### src/rtl/wb_port_arbiter.sv
// wb_port_arbiter: shares two registered writeback/wakeup broadcast ports
// between NUM_REQ execution-unit result sources using a round-robin scan.
//
// Handshake: requester i presents req_valid[i] with a stable payload. A
// transfer happens in a cycle where req_valid[i] & req_ready[i]. req_ready
// is combinational from req_valid, the round-robin pointer and flush.
// req_valid must not depend on req_ready. The consumer side has no
// backpressure. A granted result appears on wb_* one cycle later.
//
// Optional build macro WB_ARB_PERF_EN adds perf_stall_cnt. This output has
// one saturating 16-bit stall counter per requester.
//
// Debug: the round-robin pointer is kept in rr_ptr_q, and that flop is
// also driven onto the dbg_rr_ptr output.
module wb_port_arbiter #(
  parameter int NUM_REQ  = 4,
  parameter int WB_PORTS = 2,
  parameter int PHYS_W   = 6,
  parameter int ROB_W    = 4,
  parameter int BANK_W   = 1
) (
  input  logic                         clk,
  input  logic                         rst,
  input  logic                         flush,
  input  logic [NUM_REQ-1:0]           req_valid,
  output logic [NUM_REQ-1:0]           req_ready,
  input  logic [NUM_REQ*PHYS_W-1:0]    req_phys_rd,
  input  logic [NUM_REQ*32-1:0]        req_data,
  input  logic [NUM_REQ*ROB_W-1:0]     req_rob_addr,
  input  logic [NUM_REQ*BANK_W-1:0]    req_bank_addr,
  output logic [WB_PORTS-1:0]          wb_valid,
  output logic [WB_PORTS*PHYS_W-1:0]   wb_phys_rd,
  output logic [WB_PORTS*32-1:0]       wb_data,
  output logic [WB_PORTS*ROB_W-1:0]    wb_rob_addr,
  output logic [WB_PORTS*BANK_W-1:0]   wb_bank_addr,
`ifdef WB_ARB_PERF_EN
  output logic [NUM_REQ*16-1:0]        perf_stall_cnt,
`endif
  output logic [$clog2(NUM_REQ)-1:0]   dbg_rr_ptr
);

  localparam int PTR_W = $clog2(NUM_REQ);
  localparam int PW1   = PTR_W + 1;
  localparam logic [PTR_W:0] NUM_REQ_W = PW1'(NUM_REQ);

  logic [PTR_W-1:0] rr_ptr_q, rr_ptr_d;

  logic             g0_found, g1_found;
  logic [PTR_W-1:0] g0_idx, g1_idx;
  logic [PTR_W:0]   scan_wide;
  logic [PTR_W-1:0] scan_idx;

  logic [PTR_W-1:0] last_idx;
  logic [PTR_W:0]   nxt_wide;

  logic [PHYS_W-1:0] sel0_phys, sel1_phys;
  logic [31:0]       sel0_data, sel1_data;
  logic [ROB_W-1:0]  sel0_rob, sel1_rob;
  logic [BANK_W-1:0] sel0_bank, sel1_bank;

  logic [1:0]        wb_valid_q, wb_valid_d;
  logic [PHYS_W-1:0] wb_phys_q [2];
  logic [PHYS_W-1:0] wb_phys_d [2];
  logic [31:0]       wb_data_q [2];
  logic [31:0]       wb_data_d [2];
  logic [ROB_W-1:0]  wb_rob_q  [2];
  logic [ROB_W-1:0]  wb_rob_d  [2];
  logic [BANK_W-1:0] wb_bank_q [2];
  logic [BANK_W-1:0] wb_bank_d [2];

  // Round-robin scan from rr_ptr_q: the first two valid requesters get grants.
  // Flush suppresses every grant.
  always_comb begin
    g0_found  = 1'b0;
    g1_found  = 1'b0;
    g0_idx    = '0;
    g1_idx    = '0;
    req_ready = '0;
    scan_wide = '0;
    scan_idx  = '0;
    for (int k = 0; k < NUM_REQ; k++) begin
      // Wrap by compare-and-subtract at PTR_W+1 bits. This stays correct
      // when NUM_REQ is not a power of two.
      scan_wide = PW1'(rr_ptr_q) + PW1'(k);
      if (scan_wide >= NUM_REQ_W) begin
        scan_wide = scan_wide - NUM_REQ_W;
      end
      scan_idx = scan_wide[PTR_W-1:0];
      if (!flush && req_valid[scan_idx] && !g1_found) begin
        if (!g0_found) begin
          g0_found = 1'b1;
          g0_idx   = scan_idx;
        end else begin
          g1_found = 1'b1;
          g1_idx   = scan_idx;
        end
        req_ready[scan_idx] = 1'b1;
      end
    end
  end

  // The pointer moves to the slot after the last granted requester.
  // It does not move when there is no grant.
  always_comb begin
    last_idx = g1_found ? g1_idx : g0_idx;
    nxt_wide = PW1'(last_idx) + PW1'(1);
    rr_ptr_d = rr_ptr_q;
    if (g0_found) begin
      if (nxt_wide == NUM_REQ_W) begin
        rr_ptr_d = '0;
      end else begin
        rr_ptr_d = nxt_wide[PTR_W-1:0];
      end
    end
  end

  // Payload multiplexers that select the granted requester slice for each port.
  always_comb begin
    sel0_phys = '0;
    sel0_data = '0;
    sel0_rob  = '0;
    sel0_bank = '0;
    sel1_phys = '0;
    sel1_data = '0;
    sel1_rob  = '0;
    sel1_bank = '0;
    for (int i = 0; i < NUM_REQ; i++) begin
      if (g0_idx == PTR_W'(i)) begin
        sel0_phys = req_phys_rd[i*PHYS_W +: PHYS_W];
        sel0_data = req_data[i*32 +: 32];
        sel0_rob  = req_rob_addr[i*ROB_W +: ROB_W];
        sel0_bank = req_bank_addr[i*BANK_W +: BANK_W];
      end
      if (g1_idx == PTR_W'(i)) begin
        sel1_phys = req_phys_rd[i*PHYS_W +: PHYS_W];
        sel1_data = req_data[i*32 +: 32];
        sel1_rob  = req_rob_addr[i*ROB_W +: ROB_W];
        sel1_bank = req_bank_addr[i*BANK_W +: BANK_W];
      end
    end
  end

  // Next broadcast state. A port with no grant keeps its old payload.
  always_comb begin
    wb_valid_d   = {g1_found, g0_found};
    wb_phys_d[0] = g0_found ? sel0_phys : wb_phys_q[0];
    wb_data_d[0] = g0_found ? sel0_data : wb_data_q[0];
    wb_rob_d[0]  = g0_found ? sel0_rob  : wb_rob_q[0];
    wb_bank_d[0] = g0_found ? sel0_bank : wb_bank_q[0];
    wb_phys_d[1] = g1_found ? sel1_phys : wb_phys_q[1];
    wb_data_d[1] = g1_found ? sel1_data : wb_data_q[1];
    wb_rob_d[1]  = g1_found ? sel1_rob  : wb_rob_q[1];
    wb_bank_d[1] = g1_found ? sel1_bank : wb_bank_q[1];
  end

  // Pointer and broadcast registers. Reset has priority over flush.
  always_ff @(posedge clk) begin
    if (rst) begin
      rr_ptr_q   <= '0;
      wb_valid_q <= '0;
      for (int p = 0; p < 2; p++) begin
        wb_phys_q[p] <= '0;
        wb_data_q[p] <= '0;
        wb_rob_q[p]  <= '0;
        wb_bank_q[p] <= '0;
      end
    end else begin
      rr_ptr_q   <= rr_ptr_d;
      wb_valid_q <= wb_valid_d;
      for (int p = 0; p < 2; p++) begin
        wb_phys_q[p] <= wb_phys_d[p];
        wb_data_q[p] <= wb_data_d[p];
        wb_rob_q[p]  <= wb_rob_d[p];
        wb_bank_q[p] <= wb_bank_d[p];
      end
    end
  end

  assign wb_valid     = wb_valid_q;
  assign wb_phys_rd   = {wb_phys_q[1], wb_phys_q[0]};
  assign wb_data      = {wb_data_q[1], wb_data_q[0]};
  assign wb_rob_addr  = {wb_rob_q[1],  wb_rob_q[0]};
  assign wb_bank_addr = {wb_bank_q[1], wb_bank_q[0]};
  assign dbg_rr_ptr   = rr_ptr_q;

`ifdef WB_ARB_PERF_EN
  logic [NUM_REQ-1:0][15:0] stall_cnt_q, stall_cnt_d;

  // Saturating per-requester stall counters. Flush cycles also count.
  always_comb begin
    stall_cnt_d = stall_cnt_q;
    for (int i = 0; i < NUM_REQ; i++) begin
      if (req_valid[i] && !req_ready[i] && (stall_cnt_q[i] != 16'hFFFF)) begin
        stall_cnt_d[i] = stall_cnt_q[i] + 16'd1;
      end
    end
  end

  // Stall counter registers.
  always_ff @(posedge clk) begin
    if (rst) begin
      stall_cnt_q <= '0;
    end else begin
      stall_cnt_q <= stall_cnt_d;
    end
  end

  assign perf_stall_cnt = stall_cnt_q;
`endif

endmodule

### config.mk
export PLATFORM = sky130hd
export DESIGN_NAME = wb_port_arbiter
export DESIGN_NICKNAME = d
export VERILOG_FILES = /design/src/rtl/wb_port_arbiter.sv
export SDC_FILE = /design/constraint.sdc
export NUM_CORES = 1
export LEC_CHECK = 0
export CAP_MARGIN = 40
export CORE_MARGIN = 4
export CORE_UTILIZATION = 41
export DETAILED_ROUTE_END_ITERATION = 7
export PLACE_DENSITY = 0.91
export SETUP_SLACK_MARGIN = 0.15
export SLEW_MARGIN = 30
export SYNTH_ARGS = -nofsm -noshare
export SYNTH_HDL_FRONTEND = slang
export SYNTH_SLANG_ARGS = --single-unit
### constraint.sdc
create_clock -name clk -period 3.9 [get_ports clk]
set_input_delay 0.78 -clock clk [delete_from_list [all_inputs] [get_ports clk]]
set_output_delay 0.78 -clock clk [all_outputs]
set_load 0.005 [all_outputs]
==> run summary <==
Yosys top cell by area -> dfxtp_1
slowest CP cell -> clkdlybuf4s50_1
final non-filler cell total -> 948
clk slew on worst S/H paths -> 60 ps
Comb power frac -> 62.4%
switching power -> 0.00237 W
skew final -> 4.07 ps
Post-Syn Instances -> 503
I/O pins -> 273
Metal-1 WL -> 7390 um
Worst path most repeated cell -> clkdlybuf4s50_1
sequential fraction of the synthesis area -> 32.5%
hold_sp -> wb_phys_q[0][9]$_SDFFE_PP0N_
Design Power -> 0.00644 W
switching part of the total -> 36.9%
Max Freq -> 278 MHz
power density cells -> 725 nW/um2
maximum VDD drop -> 425 uV
Port-buffer cells -> 272
crit start category -> input port
core area -> 13200 um2
DR pass1 iterations -> 5
Hold/Removal Path Class -> reg -> reg
Post-DP HPWL -> 14900 um
initial antenna violation count -> 0
FILL cells -> 961
reg2reg start -> dbg_rr_ptr[0]$_SDFFE_PP0P_
Die Y-Extent -> 124 um
worst path bufs/invs -> 2
max-cap violations -> 0
critical path capture point type -> output pin
unrepaired setup endpoints after global routing -> false
largest net degree at the start of global routing -> 49
CTS Buf Count -> 9
Mean Syn Cell Area -> 11.0 um2
Worst-Margin Slew -> 567 ps
post-synthesis instance area -> 5540 um2
WHS Path Cells -> 2
Stages on worst setup path -> 7
DRC marker count from the first detailed-route iteration -> 403
CTS tree -> built
max layer used -> met4
GRT Resource Usage Total -> 25.3%
Max-slew headroom -> 62.2%
full die area -> 15400 um2
Clock power frac -> 12.3%
FF-to-FF setup slack -> 850 ps
met2 WL -> 10400 um
status -> finished clean
H-tree Lvls -> 3
CTS Sinks -> 90
placed insts -> 928
# DRC -> 0
# diodes -> 0
gr ovfl total -> 0
CP cell instances -> clkdlybuf4s50_1, nor2b_2, a22o_2, a21oi_2, a222oi_1, nand2_1, clkdlybuf4s50_1
library cells used by synthesis -> 43
reg2reg path depth -> 10
share of the synthesized area in the top cell type -> 32.5%
P_leak -> 3.77 nW
Top delay family on crit path -> buffers and inverters
share of cells above drive strength 1 -> 14.1%
final WL -> 20000 um
endpoints failing hold -> 0
final slew viol count -> 0
Root Buffer Master -> clkbuf_16
Routed Antenna Nets -> 0
part of the power in registers -> 25.2%
critical path class -> in -> out
drt wl/cell -> 21.1 um
minimum period implied by the final worst setup slack -> 3600 ps
wire length of the first global-routing pass -> 31800 um
Synth Register Bits -> 90
Worst Path Arrival -> 2820 ps
via count -> 5695
final setup fails -> 0
WP data required -> 3120 ps
via count of the first global-routing pass -> 6168
Die Wd -> 124 um
slowest stage delay, CP -> 540 ps
maximum clock insertion buffer count -> 2
global placement routability congestion -> 0.861
Max FO, Critical Path -> 10
row count -> 42
clk_lat worst skew -> 340 ps
fin crit share -> 92.3%
top cells by area, synth -> dfxtp_1 33%, mux4_2 19%, mux2i_1 17%, a22o_1 7.0%, o221ai_1 6.8%
Pint -> 0.00407 W
initial core utilization -> 41.8%
Yosys warnings -> 0
Final Net Count -> 954
Vias per Instance -> 6.01
hold buffer count at CTS -> 0
Hold Slack -> 462 ps
Met3 Routed Length -> 1500 um
Syn Nets -> 688
Layout area overhead -> 60.4%
Critical path origin -> flush
## placed cells by master, fill, tap and decap left out, types with 9 or more instances in the layout
cell type / instances
o221ai_1: 43
nor2_1: 10
buf_4: 24
mux2i_1: 92
clkbuf_16: 9
dfxtp_1: 90
mux4_2: 46
a22o_1: 43
clkdlybuf4s50_1: 268
nand2_1: 57
## final cells by class
| type | count | area, um2 | share of cell area [%] |
|---|---|---|---|
| multi-input cells | 359 | 3550 | 39.9 |
| repair buffers | 302 | 3030 | 34.1 |
| flip-flops and latches | 90 | 1800 | 20.3 |
| clock buffers | 11 | 243 | 2.73 |
| well taps | 176 | 220 | 2.48 |
| inverters | 7 | 28.8 | 0.324 |
| clock inverters | 3 | 17.5 | 0.197 |
## synth_stat cells (all sizes together)
cell,count
a211oi,3
a21oi,7
a222oi,5
a22o,44
a22oi,1
a311o,1
a311oi,1
and3,1
and4b,1
buf,23
clkbuf,24
dfxtp,90
ha,6
inv,7
mux2,3
mux2i,92
mux4,46
nand2,60
nand2b,1
nand3,4
nand4,1
nor2,12
nor2b,2
nor3,3
nor4,1
o2111ai,1
o211ai,5
o21a,2
o21ai,5
o221ai,43
o22ai,2
o311ai,1
o31a,1
or2,1
or4,1
xnor2,2
## repair_timing
item                                    in CTS  in global routing
pin swaps                                    0                  3
buffers inserted                             1                  5
hold endpoints to repair                     0                  0
endpoints found under the setup margin       4                  4
resized for setup                            5                  5
gates cloned                                 0                  0
## tightest hold or removal path: cells and delay by family, from the launching register on
family           cells  cell delay [ps]
AND/OR/NAND/NOR      1               50
AO/OA/AOI/OAI        1               60
flip-flops           1              320
## per-stage QoR
| step | cell area (um2) | utilization, % | TNS (ps) | worst slack [ps] |
|---|---|---|---|---|
| finish | 8890 | 67.1 | 0 | 299 |
| detailed placement | 8560 | 64.6 | -7.09 | -7.09 |
| floorplan | 5540 | - | 0 | 309 |
| global placement | 8560 | 64.6 | 0 | 94.4 |
| CTS | 8830 | 66.7 | 0 | 184 |
| global route | 8890 | 67.1 | 0 | 167 |
## sequential cells by signal, summed over array words and instances (netlist names)
| name | flops |
|---|---|
| wb_data_q | 64 |
| wb_phys_q | 12 |
| wb_rob_q | 8 |
| dbg_rr_ptr | 2 |
| wb_bank_q | 2 |
| wb_valid | 2 |
## power groups by stage
| stage | Sequential [W] | Clock, W | Combinational, W |
|---|---|---|---|
| after floorplan | 0.00164 | 0 | 0.00216 |
| after global placement | 0.00161 | 0 | 0.00388 |
| after detailed placement | 0.00162 | 0 | 0.00398 |
| after CTS | 0.00162 | 0.000813 | 0.00400 |
| after global routing | 0.00167 | 0.000862 | 0.00429 |
| final | 0.00162 | 0.000794 | 0.00402 |
## layer usage
metal | vias to the layer above | GRT usage [%]
met5 | - | 0
met4 | 0 | 11.2
met2 | 300 | 45.4
met3 | 64 | 7.43
li1 | 2550 | -
met1 | 2781 | 27.5
## path summary, 6_finish.rpt
kind / end
worst max register to register: wb_bank_q[0][0]$_SDFFE_PP0P_
worst max-delay path: req_ready[2]
worst min-delay path: wb_phys_q[0][9]$_SDFFE_PP0N_
worst min register to register: wb_phys_q[0][9]$_SDFFE_PP0N_
## cells by family (layout without fill, tap and decap cells)
| group | Yosys count | count (layout) | synth area share [%] |
|---|---|---|---|
| adder cells (fa/ha/maj) | 6 | 6 | 1.36 |
| buffers and inverters | 54 | 323 | 4.68 |
| flip-flops | 90 | 90 | 32.5 |
| AND/OR/NAND/NOR | 88 | 88 | 6.75 |
| AO/OA/AOI/OAI | 122 | 122 | 18.4 |
| multiplexers | 141 | 141 | 35.9 |
| XOR/XNOR | 2 | 2 | 0.316 |
No activity file was read; power rests on OpenSTA's default activity.
